**src/rtl/tff_pkg.sv**
```systemverilog
// Shared constants and helpers for the T flip-flop counter family.
// Direction encoding and a constant-foldable ceil(log2) for parameter checks.
package tff_pkg;

    localparam logic DIR_UP = 1'b1;
    localparam logic DIR_DN = 1'b0;

    function automatic int clog2(input int v);
        int r;
        r = 0;
        while ((1 << r) < v) r++;
        return r;
    endfunction

endpackage

```
**src/rtl/tff_cell.sv**
```systemverilog
// Single T flip-flop with asynchronous active-low clear.
// Latency: toggles on the rising edge after t is sampled high.
// Backpressure: none; free-running storage cell.
module tff_cell (
    input  logic clk,
    input  logic reset,
    input  logic t,
    output logic q
);

    always_ff @(posedge clk or negedge reset) begin
        if (!reset) begin
            q <= 1'b0;
        end else if (t) begin
            q <= ~q;
        end
    end

endmodule

```
**src/rtl/tff_counter.sv**
```systemverilog
// Up/down modulo counter with load, wrap/saturate and a terminal-count pulse.
// Latency: q and tc update one edge after the inputs are sampled; no comb path.
// Backpressure: none; load overrides en, en=0 holds the count.
module tff_counter
    import tff_pkg::*;
#(
    parameter int WIDTH    = 4,
    parameter int MODULUS  = 16,
    parameter bit SATURATE = 1'b0
) (
    input  logic             clk,
    input  logic             reset,
    input  logic             en,
    input  logic             up,
    input  logic             load,
    input  logic [WIDTH-1:0] din,
    output logic [WIDTH-1:0] q,
    output logic             tc
);

    localparam logic [WIDTH-1:0] MAX_Q   = WIDTH'(MODULUS - 1);
    localparam logic [WIDTH:0]   MOD_EXT = (WIDTH + 1)'(MODULUS);

    if (WIDTH < 1 || WIDTH > 16) begin : g_bad_width
        $error("tff_counter: WIDTH must be in 1..16");
    end
    if (MODULUS < 2 || clog2(MODULUS) > WIDTH) begin : g_bad_modulus
        $error("tff_counter: MODULUS must satisfy 2 <= MODULUS <= 2**WIDTH");
    end

    logic [WIDTH-1:0] nq;
    logic [WIDTH-1:0] t;
    logic             nxt_tc;

    always_comb begin
        nq     = q;
        nxt_tc = 1'b0;
        if (load) begin
            nq = ({1'b0, din} < MOD_EXT) ? din : MAX_Q;
        end else if (en) begin
            case (up)
                DIR_UP: begin
                    if (q == MAX_Q) begin
                        nxt_tc = 1'b1;
                        nq     = SATURATE ? q : '0;
                    end else begin
                        nq = q + WIDTH'(1);
                    end
                end
                DIR_DN: begin
                    if (q == '0) begin
                        nxt_tc = 1'b1;
                        nq     = SATURATE ? q : MAX_Q;
                    end else begin
                        nq = q - WIDTH'(1);
                    end
                end
                default: nq = q;
            endcase
        end
    end

    // Only bits that change are toggled; the cells have no direct D input.
    assign t = q ^ nq;

    for (genvar i = 0; i < WIDTH; i++) begin : g_cell
        tff_cell u_cell (
            .clk  (clk),
            .reset(reset),
            .t    (t[i]),
            .q    (q[i])
        );
    end

    always_ff @(posedge clk or negedge reset) begin
        if (!reset) begin
            tc <= 1'b0;
        end else begin
            tc <= nxt_tc;
        end
    end

endmodule

```
**config.mk**
```make
export PLATFORM = sky130hd
export DESIGN_NAME = tff_counter
export DESIGN_NICKNAME = d
export VERILOG_FILES = /design/src/rtl/tff_pkg.sv /design/src/rtl/tff_cell.sv /design/src/rtl/tff_counter.sv
export SDC_FILE = /design/constraint.sdc
export NUM_CORES = 1
export LEC_CHECK = 0
export ABC_CLOCK_PERIOD_IN_PS = 3000
export CAP_MARGIN = 20
export CORE_AREA = 2 2 39 41
export CTS_CLUSTER_DIAMETER = 50
export DETAILED_ROUTE_END_ITERATION = 8
export DIE_AREA = 0 0 41 43
export PLACE_DENSITY = 0.67
export RECOVER_POWER = 100
export SYNTH_ARGS = -nofsm -noshare
export SYNTH_HDL_FRONTEND = slang
export SYNTH_HIERARCHICAL = 1
export SYNTH_SLANG_ARGS = --single-unit
```
**constraint.sdc**
```tcl
create_clock -name clk -period 3 [get_ports clk]
set_clock_uncertainty 0.05 [all_clocks]
set_input_delay 0.9 -clock clk [delete_from_list [all_inputs] [get_ports clk]]
set_output_delay 0.9 -clock clk [all_outputs]
set_load 0.02 [all_outputs]
```
; ---- Word-level counts from Yosys, hierarchy flattened
; Cells that the tools add are included.
[op_classes]
addsub = 2
bitwise_logic = 6
reduce_logical = 1
n_eq_ne = 1
muxes = 10
[ops]
columns = cell, n
row1 = $mux W4, 4
row2 = $pmux W4 S2, 1
row3 = $not A1 Y1, 5
row4 = $add A4 B1 Y4 const B, 1
row5 = $eq A4 B4 Y1 const B, 1
row6 = $logic_not A4 Y1, 1
row7 = $mux W1, 4
row8 = $sub A4 B1 Y4 const B, 1
row9 = $xor A4 B4 Y4, 1
row10 = $pmux W1 S2, 1
[word_totals]
regBits = 5
out_inout_bits = 5
in_bits = 9

; ---- Longest topological paths before layout
; Gate-level depths: netlist (run 1).
[depth]
depth_word = 6
depth_mapped = 9
depth_no_buf = 8

; ---- Hierarchy
; Netlist (run 1), hierarchy kept.
[by_module_without_submodules]
columns = mod, area_each_um2, cells_each, instances
row1 = tff_counter, 265.3, 38, 1
row2 = tff_cell, 33.8, 2, 4

; ---- Least setup slack after synthesis (run 1)
; No wires, ideal clock.
[synth_path]
kind = register to register
startpoint = register g_cell[1].u_cell.q
endpoint = register g_cell[3].u_cell.q
t_required_ns = 2.869
path_buffers = 1
stages_incl_launch_ff = 10
setup_ns = 0.081
setup_slack_ns = 1.049
arrival_ns = 1.820
path_cell_list = dfrtp_1 -> buf_2 -> inv_2 -> ha_1 -> o21bai_1 -> a21oi_1 -> a311o_1 -> a21o_1 -> a21oi_1 -> xor2_1
[synth_between]
elab_chain_cells = 6
[synth_rtl]
columns = item, line_no
row1 = start: declaration, tff_cell.sv:8  ; output logic q
row2 = start signal: assignment, tff_cell.sv:15  ; q <= ~q;
row3 = "$sub A4 B1 Y4, or another cell as far along", tff_counter.sv:55  ; nq = q - WIDTH'(1);
row4 = $mux W4 (on tied branches), "tff_counter.sv:51, tff_counter.sv:43"
row5 = $pmux W4 S2 *, tff_counter.sv:41  ; case (up)
row6 = $mux W4 *, tff_counter.sv:40  ; end else if (en) begin
row7 = $mux W4 *, tff_counter.sv:38  ; if (load) begin
row8 = $xor A4 B4 Y4 *, tff_counter.sv:64  ; assign t = q ^ nq;
row9 = net t[3], tff_counter.sv:32  ; logic [WIDTH-1:0] t;
row10 = end signal: assignment, tff_cell.sv:15
row11 = end: declaration, tff_cell.sv:8
; Mark *: on every way through the listed nets, which the timed path passes. The rest lies on a longest branch.
; A chain may end at the register's enable or synchronous reset.

; ---- Final worst setup path (run 1)
[layout_path]
startpoint = register g_cell[1].u_cell.q
endpoint = output port q[1]
[layout_lines]
columns = item, line_no
row1 = end: declaration, tff_counter.sv:17  ; output logic [WIDTH-1:0] q,
; No word-level cell between the ends.

==> results.yml, run 1 <==
global_routing:
  grt_pass1_wl_mm: 1.30
  antenna_found_initial: 0
  grt_overflow: 0
  grt_max_degree: 11
  grt_util_all_layers: 0.121
  grt_pass1_vias: 304
worst_setup_path:
  critPathBufInv: 1
  end_kind: "output port"
  reg2reg_slack_ns: 1.06
  path_class: "flip-flop to output port"
  crit_slowest_cell: "dlygate4sd3_1"
  crit_fanout: 9
  critical-path-top-delay-family: "buffers and inverters"
  cp_cell_sequence: "dlygate4sd3_1"
  cp.required_ns: 2.05
  arrival_ns: 1.51
  slowest_delay_ns: 0.73
  cp-start-kind: "flip-flop"
pwr:
  internal-power_w: 0.000314
  power.share.combinational: 0.568
  power.density_mw_per_mm2: 995
  power.switching_w: 0.000256
  leakage_nw: 0.246
  clkPwrFrac: 0.134
  p_sw_frac: 0.449
  peakVddDrop_mv: 0.620
  seqPwrFrac: 0.298
clock_tree:
  path_clk_slew_ns: 0.05
  cts_max_path_buffers: 2
  cts_tree: "done"
  post-cts-setup-buffers: 0
  cts_sinks: 5
  cts_resized: 0
  clk_latency_ns: 0.24
  cts_root_buf: "clkbuf_4"
  cts_max_level: 1
  postCtsHoldBufs: 0
  cts_made_buffers: 3
yosys:
  synth_mux_area_frac: 0.0250
  yosysTopAreaCell: "dfrtp_1"
  synth_nets: 57
  synth_top_family_by_area: "compound AO/OA/AOI/OAI gates"
  synth-compound-area-share: 0.266
  yosysWarnings: 6
  ys_ff_latch: 5
  synth_flop_cell: "dfrtp_1"
  async_reset_ff_frac: 1.00
  syn_area_per_cell_um2: 8.70
  netlist.area_leader.share: 0.313
  synth_edf_count: 0
  synth_area_leaders: "dfrtp_1, xnor2_1, xor2_1"
  ys_seq_area_frac: 0.313
  synthAdderAreaFrac: 0.0625
  synthCells: 46
  synth.cell_area_um2: 400
  synthDistinctLibCells: 24
  synthSimpleGateAreaFrac: 0.100
  synthXorXnorAreaFrac: 0.175
sta:
  finalSetupViolations: 0
  fin_crit_sh: 0.822
  hold_viol: 0
  slew_viol_final: 0
  hold_slack_ns: 0.541
  tns_ns: 0
  timing.slew.headroom: 0.766
  fin_crit_ns: 2.46
  fmax_ghz: 0.406
  rsz0062_at_grt: "no"
  tightest_slew_ns: 0.350
finish:
  n_fill_cell: 142
  layout_common_cells: "dlygate4sd3_1, clkdlybuf4s50_1, a21oi_1, dfrtp_1"
  layout_commonest_cell: "dlygate4sd3_1"
  drive_gt1_frac: 0.113
  multi_input_area_um2: 251
  final-seq-area_um2: 125
  fin_nets: 74
  area_growth_pct: 43.1
  antenna_cells: 0
drt:
  drc: 0
  totalWireLength_um: 841
  firstDrtPassIters: 4
  post_drt_wl_per_cell_um: 10.8
  drtIter0Drc: 3
  via_per_inst: 4.82
  vias: 376
  ant_nets: 0
die:
  ios: 14
  chipWidth_um: 41
  core_mm2: 0.00138
  row_count: 14
  initial_core_util: 0.289
  die_height_um: 43
  die-area_mm2: 0.00176
run:
  maxCapViolCount: 0
placed_design:
  dp_hpwl_um: 671
  finalWeightedCongestion: 0.792
  portBuffers: 13
outcome:
  outcome: "completed"
worst_hold_path:
  hp-class: "flip-flop to flip-flop"
metal layers:
| metal | track usage | share of wire | wire, um |
|---|---|---|---|
| met2 | 0.134 | 0.45 | 375 |
| met4 | 0.160 | 0.032 | 27 |
| met1 | 0.162 | 0.45 | 379 |
| met3 | 0.0157 | 0.069 | 58 |
| met5 | 0 | 0 | 0 |
cells in the mapped netlist, types with 2 or more instances:
cell	instances
xor2_1	4
nor2_1	3
inv_1	2
a221oi_1	2
xnor2_1	4
dfrtp_1	5
a21oi_1	5
inv_2	3
o22ai_1	2
ha_1	2
per-stage QoR:
stage / utilization / cell area [um^2] / power, W / instances / setup WS (ns)
floorplan: - / 400 / 0.000402 / 46 / 1.05
global placement: 0.394 / 546 / 0.000513 / 74 / 0.639
detailed placement: 0.394 / 546 / 0.000510 / 74 / 0.631
CTS: 0.414 / 573 / 0.000592 / 78 / 0.561
global route: 0.414 / 573 / 0.000616 / 78 / 0.472
finish: 0.414 / 573 / 0.000570 / 78 / 0.535
final cells by class:
type                       count  area share
sequential                     5       0.218
multi-input combinational     35       0.439
clock inverter                 1     0.00873
timing repair buffer          13       0.227
tap                           16      0.0349
inverter                       5      0.0328
clock buffer                   3      0.0393
power by group through the flow:
stage          combinational, W   clock, W  sequential [W]
2_1_floorplan          0.000220          0        0.000182
3_3_place_gp           0.000339          0        0.000173
3_5_place_dp           0.000337          0        0.000173
6_report               0.000324  0.0000765        0.000170
5_1_grt                0.000353  0.0000826        0.000180
4_1_cts                0.000338  0.0000808        0.000173
sequential cells by signal (all words and copies together) (netlist names):
name	cells
tc	1
g_cell.u_cell/q	4
logic make-up after synthesis:
logic type	count (synthesis)
simple gates	8
buf+inv	6
flops	5
mux	1
fa+ha+maj	2
compound gates	16
xor+xnor	8
path summary, 6_finish.rpt:
check | startpoint | end | cells after the start
worst max-delay path | g_cell[1].u_cell/q | q[1] | 1
worst min-delay path | g_cell[2].u_cell/q | g_cell[2].u_cell/q | 1
worst max register to register | g_cell[0].u_cell/q | g_cell[3].u_cell/q | 8
worst min register to register | g_cell[2].u_cell/q | g_cell[2].u_cell/q | 1
max in group asynchronous | reset | g_cell[3].u_cell/q | 1
min in group asynchronous | reset | g_cell[2].u_cell/q | 1
No activity file was read; power rests on OpenSTA's default activity.
==> inputs of run 2 (changes only) <==
- ABC_CLOCK_PERIOD_IN_PS: 3000 -> 2190
- PLACE_DENSITY: 0.67 -> 0.69
- clock period: 3 -> 2.19 ns (I/O delays scaled with it)
==> results.yml, run 2 (same netlist as run 1, synthesis figures left out) <==
drt:
  ant_nets: 0
  totalWireLength_um: 964
  drc: 0
  post_drt_wl_per_cell_um: 11.9
  firstDrtPassIters: 4
  vias: 413
  via_per_inst: 5.10
  drtIter0Drc: 13
pwr:
  power.density_mw_per_mm2: 1410
  leakage_nw: 0.259
  finalPower_w: 0.000838
  peakVddDrop_mv: 0.741
worst_hold_path:
  hp-class: "flip-flop to flip-flop"
  holdPathStages: 1
  hold_path.startpoint: "g_cell[1].u_cell/q"
  holdPathEnd: "g_cell[1].u_cell/q"
clock_tree:
  cts_root_buf: "clkbuf_4"
  path_clk_slew_ns: 0.05
  postCtsHoldBufs: 0
  post-cts-setup-buffers: 0
  clk_latency_ns: 0.24
  cts_max_path_buffers: 2
  cts_resized: 0
  cts_made_buffers: 3
  cts_tree: "done"
  cts_max_level: 1
  cts_sinks: 5
worst_setup_path:
  slowest_delay_ns: 0.66
  ff2ff_path_depth: 8
  timing.rr.end: "g_cell[3].u_cell/q"
  end_kind: "output port"
  critPathLaunch: "g_cell[0].u_cell/q"
  cp.required_ns: 1.48
  critical-path-top-delay-family: "buffers and inverters"
  cp_cell_sequence: "clkdlybuf4s50_1"
  crit_fanout: 8
  r2r-start: "g_cell[0].u_cell/q"
  cp-start-kind: "flip-flop"
  reg2reg_slack_ns: 0.18
  critPathBufInv: 1
  crit_slowest_cell: "clkdlybuf4s50_1"
  arrival_ns: 1.39
  path_class: "flip-flop to output port"
die:
  chipWidth_um: 41
  ios: 14
  die-area_mm2: 0.00176
  die_height_um: 43
  row_count: 14
  core_mm2: 0.00138
  initial_core_util: 0.289
run:
  maxCapViolCount: 0
finish:
  n_fill_cell: 137
  drive_gt1_frac: 0.123
  final-seq-area_um2: 125
  layout_common_cells: "clkdlybuf4s50_1, a21oi_1, dfrtp_1, dlygate4sd3_1"
  fin_nets: 77
  multi_input_area_um2: 251
  layout_commonest_cell: "clkdlybuf4s50_1"
  largest_reg_flops: 4
  largest_register: "g_cell.u_cell/q"
  area_growth_pct: 48.4
  antenna_cells: 0
  reg_top3: "g_cell.u_cell/q (4), tc (1)"
placed_design:
  finalWeightedCongestion: 0.791
  dp_hpwl_um: 725
  portBuffers: 13
sta:
  tns_ns: 0
  slew_viol_final: 0
  fin_crit_ns: 2.10
  hold_viol: 0
  tightest_slew_ns: 0.275
  rsz0062_at_grt: "no"
  fin_crit_sh: 0.959
  finalSetupViolations: 0
  timing.slew.headroom: 0.817
  fmax_ghz: 0.476
global_routing:
  grt_pass1_wl_mm: 1.65
  grt_pass1_vias: 396
  grt_overflow: 0
  grt_util_all_layers: 0.144
  antenna_found_initial: 0
  grt_max_degree: 10
outcome:
  outcome: "completed"
[run 2: cell types whose count changed in the layout (fill, tap and decap cells not counted), sizes merged]
cell / change
clkinv: -1
buf: +3
dlygate4sd3: -2
clkbuf: +1
clkdlybuf4s50: +2
[run 2: worst max path at each step]
stage                               to  cells after the start
floorplan           g_cell[3].u_cell/q                      9
global placement    g_cell[3].u_cell/q                      5
detailed placement  g_cell[3].u_cell/q                      5
CTS                               q[0]                      1
global route                      q[0]                      1
finish                            q[0]                      1
[run 2: metrics by stage]
stage / utilization / hold WS, ns / cells / setup slack [ns] / cell area [um^2]
2_1_floorplan: - / 0.311 / 46 / 0.239 / 400
3_3_place_gp: 0.410 / 0.534 / 77 / 0.136 / 568
3_5_place_dp: 0.410 / 0.536 / 77 / 0.0942 / 568
4_1_cts: 0.429 / 0.549 / 81 / 0.0708 / 594
5_1_grt: 0.429 / 0.576 / 81 / 0.0311 / 594
6_report: 0.429 / 0.536 / 81 / 0.0905 / 594
[run 2: power by group]
group          internal [W]  leakage [nW]  switching [W]
Sequential         0.000136        0.0606      0.0000670
Combinational      0.000264         0.183       0.000263
Clock             0.0000690        0.0150      0.0000388
[run 2: layer usage]
metal	part of all wire	wire length (um)	vias up	track usage
li1	-	-	201	-
met1	0.42	402	190	0.173
met2	0.51	487	22	0.216
met3	0.078	75	0	0.0785
met4	0	0	0	0.0400
met5	0	0	-	0
[run 2: layout make-up]
cell class,instances,share of cell area
Sequential cell,5,0.211
Clock buffer,4,0.0442
Multi-Input combinational cell,35,0.423
Tap cell,16,0.0337
Inverter,5,0.0316
Timing Repair Buffer,16,0.257
==> inputs of run 3 (changes only) <==
- PLACE_DENSITY: 0.69 -> 0.71
- SYNTH_HIERARCHICAL: 1 -> not set
==> results.yml, run 3 <==
outcome:
  outcome: "completed"
drt:
  wl_met3_um: 38
  wl_met1_um: 390
  via_per_inst: 4.84
  dr.max_layer_used: "met3"
  post_drt_wl_per_cell_um: 12.7
  drc: 0
  totalWireLength_um: 937
  firstDrtPassIters: 4
  ant_nets: 0
  vias: 358
  drtIter0Drc: 5
  met2_length_um: 509
sta:
  timing.slew.headroom: 0.780
  fin_crit_ns: 2.06
  rsz0062_at_grt: "no"
  tightest_slew_ns: 0.329
  slew_viol_final: 0
  finalSetupViolations: 0
  fmax_ghz: 0.485
  fin_crit_sh: 0.942
  hold_viol: 0
  tns_ns: 0
placed_design:
  place_area_um2: 554
  portBuffers: 13
  dp_hpwl_um: 737
  finalWeightedCongestion: 0.694
worst_hold_path:
  holdPathStages: 2
  holdPathEnd: "tc"
  hp-class: "flip-flop to flip-flop"
  hold_path.startpoint: "g_cell[3].u_cell.q"
worst_setup_path:
  critPathLaunch: "g_cell[3].u_cell.q"
  path_class: "flip-flop to output port"
  crit_fanout: 7
  critical-path-top-delay-family: "buffers and inverters"
  timing.rr.end: "g_cell[2].u_cell.q"
  critPathBufInv: 1
  reg2reg_slack_ns: 0.58
  end_kind: "output port"
  r2r-start: "g_cell[0].u_cell.q"
  crit_slowest_cell: "clkdlybuf4s50_1"
  cp.required_ns: 1.48
  arrival_ns: 1.36
  cp-start-kind: "flip-flop"
  ff2ff_path_depth: 6
  cp_cell_sequence: "clkdlybuf4s50_1"
  slowest_delay_ns: 0.65
die:
  initial_core_util: 0.300
  core_mm2: 0.00138
  ios: 14
  chipWidth_um: 41
  die_height_um: 43
  die-area_mm2: 0.00176
  row_count: 14
yosys:
  synth.cell_area_um2: 415
  synthDistinctLibCells: 24
  ys_ff_latch: 5
  async_reset_ff_frac: 1.00
  synth_nets: 53
  synthTopCellsByCount: "buf_4, dfrtp_1, inv_1, nand2_1, o21ai_0"
  syn_area_per_cell_um2: 9.89
  yosysWarnings: 0
  synthCells: 42
  yosysTopAreaCell: "dfrtp_1"
  synth_area_leaders: "dfrtp_1, buf_4, ha_1"
  synth_flop_cell: "dfrtp_1"
  synth_edf_count: 0
  ys_seq_area_frac: 0.301
  netlist.area_leader.share: 0.301
pwr:
  leakage_nw: 0.250
  power.density_mw_per_mm2: 649
  peakVddDrop_mv: 0.162
clock_tree:
  path_clk_slew_ns: 0.04
  post-cts-setup-buffers: 0
  postCtsHoldBufs: 0
  cts_max_path_buffers: 2
  clk_latency_ns: 0.24
  cts_root_buf: "clkbuf_4"
  cts_resized: 0
  cts_sinks: 5
  cts_made_buffers: 3
  cts_tree: "done"
  cts_max_level: 1
global_routing:
  grt_max_degree: 10
  grt_pass1_wl_mm: 1.50
  grt_overflow: 0
  grt_util_all_layers: 0.130
  antenna_found_initial: 0
  grt_pass1_vias: 340
finish:
  fin_nets: 70
  antenna_cells: 0
  area_growth_pct: 38.9
  layout_commonest_cell: "clkdlybuf4s50_1"
  layout_common_cells: "clkdlybuf4s50_1, dlygate4sd3_1, dfrtp_1"
  largest_reg_flops: 4
  fin_util: 0.417
  n_fill_cell: 141
  drive_gt1_frac: 0.190
  largest_register: "g_cell.u_cell.q"
  reg_top3: "g_cell.u_cell.q (4), tc (1)"
  design_area_um2: 577
run:
  maxCapViolCount: 0
[run 3: cell families (layout without fill, tap and decap cells)]
| family | count (synthesis) | count (layout) | synth area share |
|---|---|---|---|
| AO/OA/AOI/OAI | 9 | 9 | 0.154 |
| XOR/XNOR | 3 | 3 | 0.0633 |
| adder cells (fa/ha/maj) | 2 | 2 | 0.0602 |
| buffers and inverters | 9 | 25 | 0.145 |
| flip-flops | 5 | 5 | 0.301 |
| multiplexers | 3 | 3 | 0.0783 |
| AND/OR/NAND/NOR | 11 | 11 | 0.199 |
[run 3: worst max-delay path by stage]
stage	endpoint	slack, ns	cells past startpoint
global route	q[3]	0.06	1
finish	q[3]	0.13	1
floorplan	g_cell[2].u_cell.q	0.68	6
detailed placement	g_cell[2].u_cell.q	0.16	5
CTS	q[3]	0.13	1
global placement	g_cell[2].u_cell.q	0.17	5
[run 3: through the flow]
step	std cells	hold slack (ns)	worst slack, ns	power [W]
after global placement	70	0.613	0.173	0.000272
after CTS	74	0.582	0.130	0.000386
after detailed placement	70	0.614	0.163	0.000275
after global routing	74	0.668	0.0602	0.000401
after floorplan	42	0.311	0.679	0.000226
final	74	0.631	0.127	0.000374
[run 3: cell type report]
type / count / area, um^2 / share of cell area
repair buffers: 18 / 164 / 0.284
multi-input cells: 28 / 230 / 0.399
clock buffers: 4 / 26.3 / 0.0456
flip-flops and latches: 5 / 125 / 0.217
inverters: 3 / 11.3 / 0.0195
well taps: 16 / 20.0 / 0.0347
[run 3: per-layer routing]
layer  vias to the layer above  global-route usage
met5                         -                   0
met4                         0              0.0800
met3                         0              0.0314
met2                         8               0.213
met1                       172               0.138
li1                        178                   -
[run 3: worst register-to-register path: stages (launching register included)]
cell     delay (ns)
dfrtp_1        0.37
buf_4          0.17
ha_1           0.25
mux2_2         0.27
nand2_1        0.08
xnor2_1        0.06
mux2_2         0.25
[run 3: power by group]
group | switching [W] | internal [W] | total, W
clock network | 0.0000365 | 0.0000688 | 0.000105
logic | 0.0000752 | 0.0000778 | 0.000153
registers | 0.0000114 | 0.000105 | 0.000116
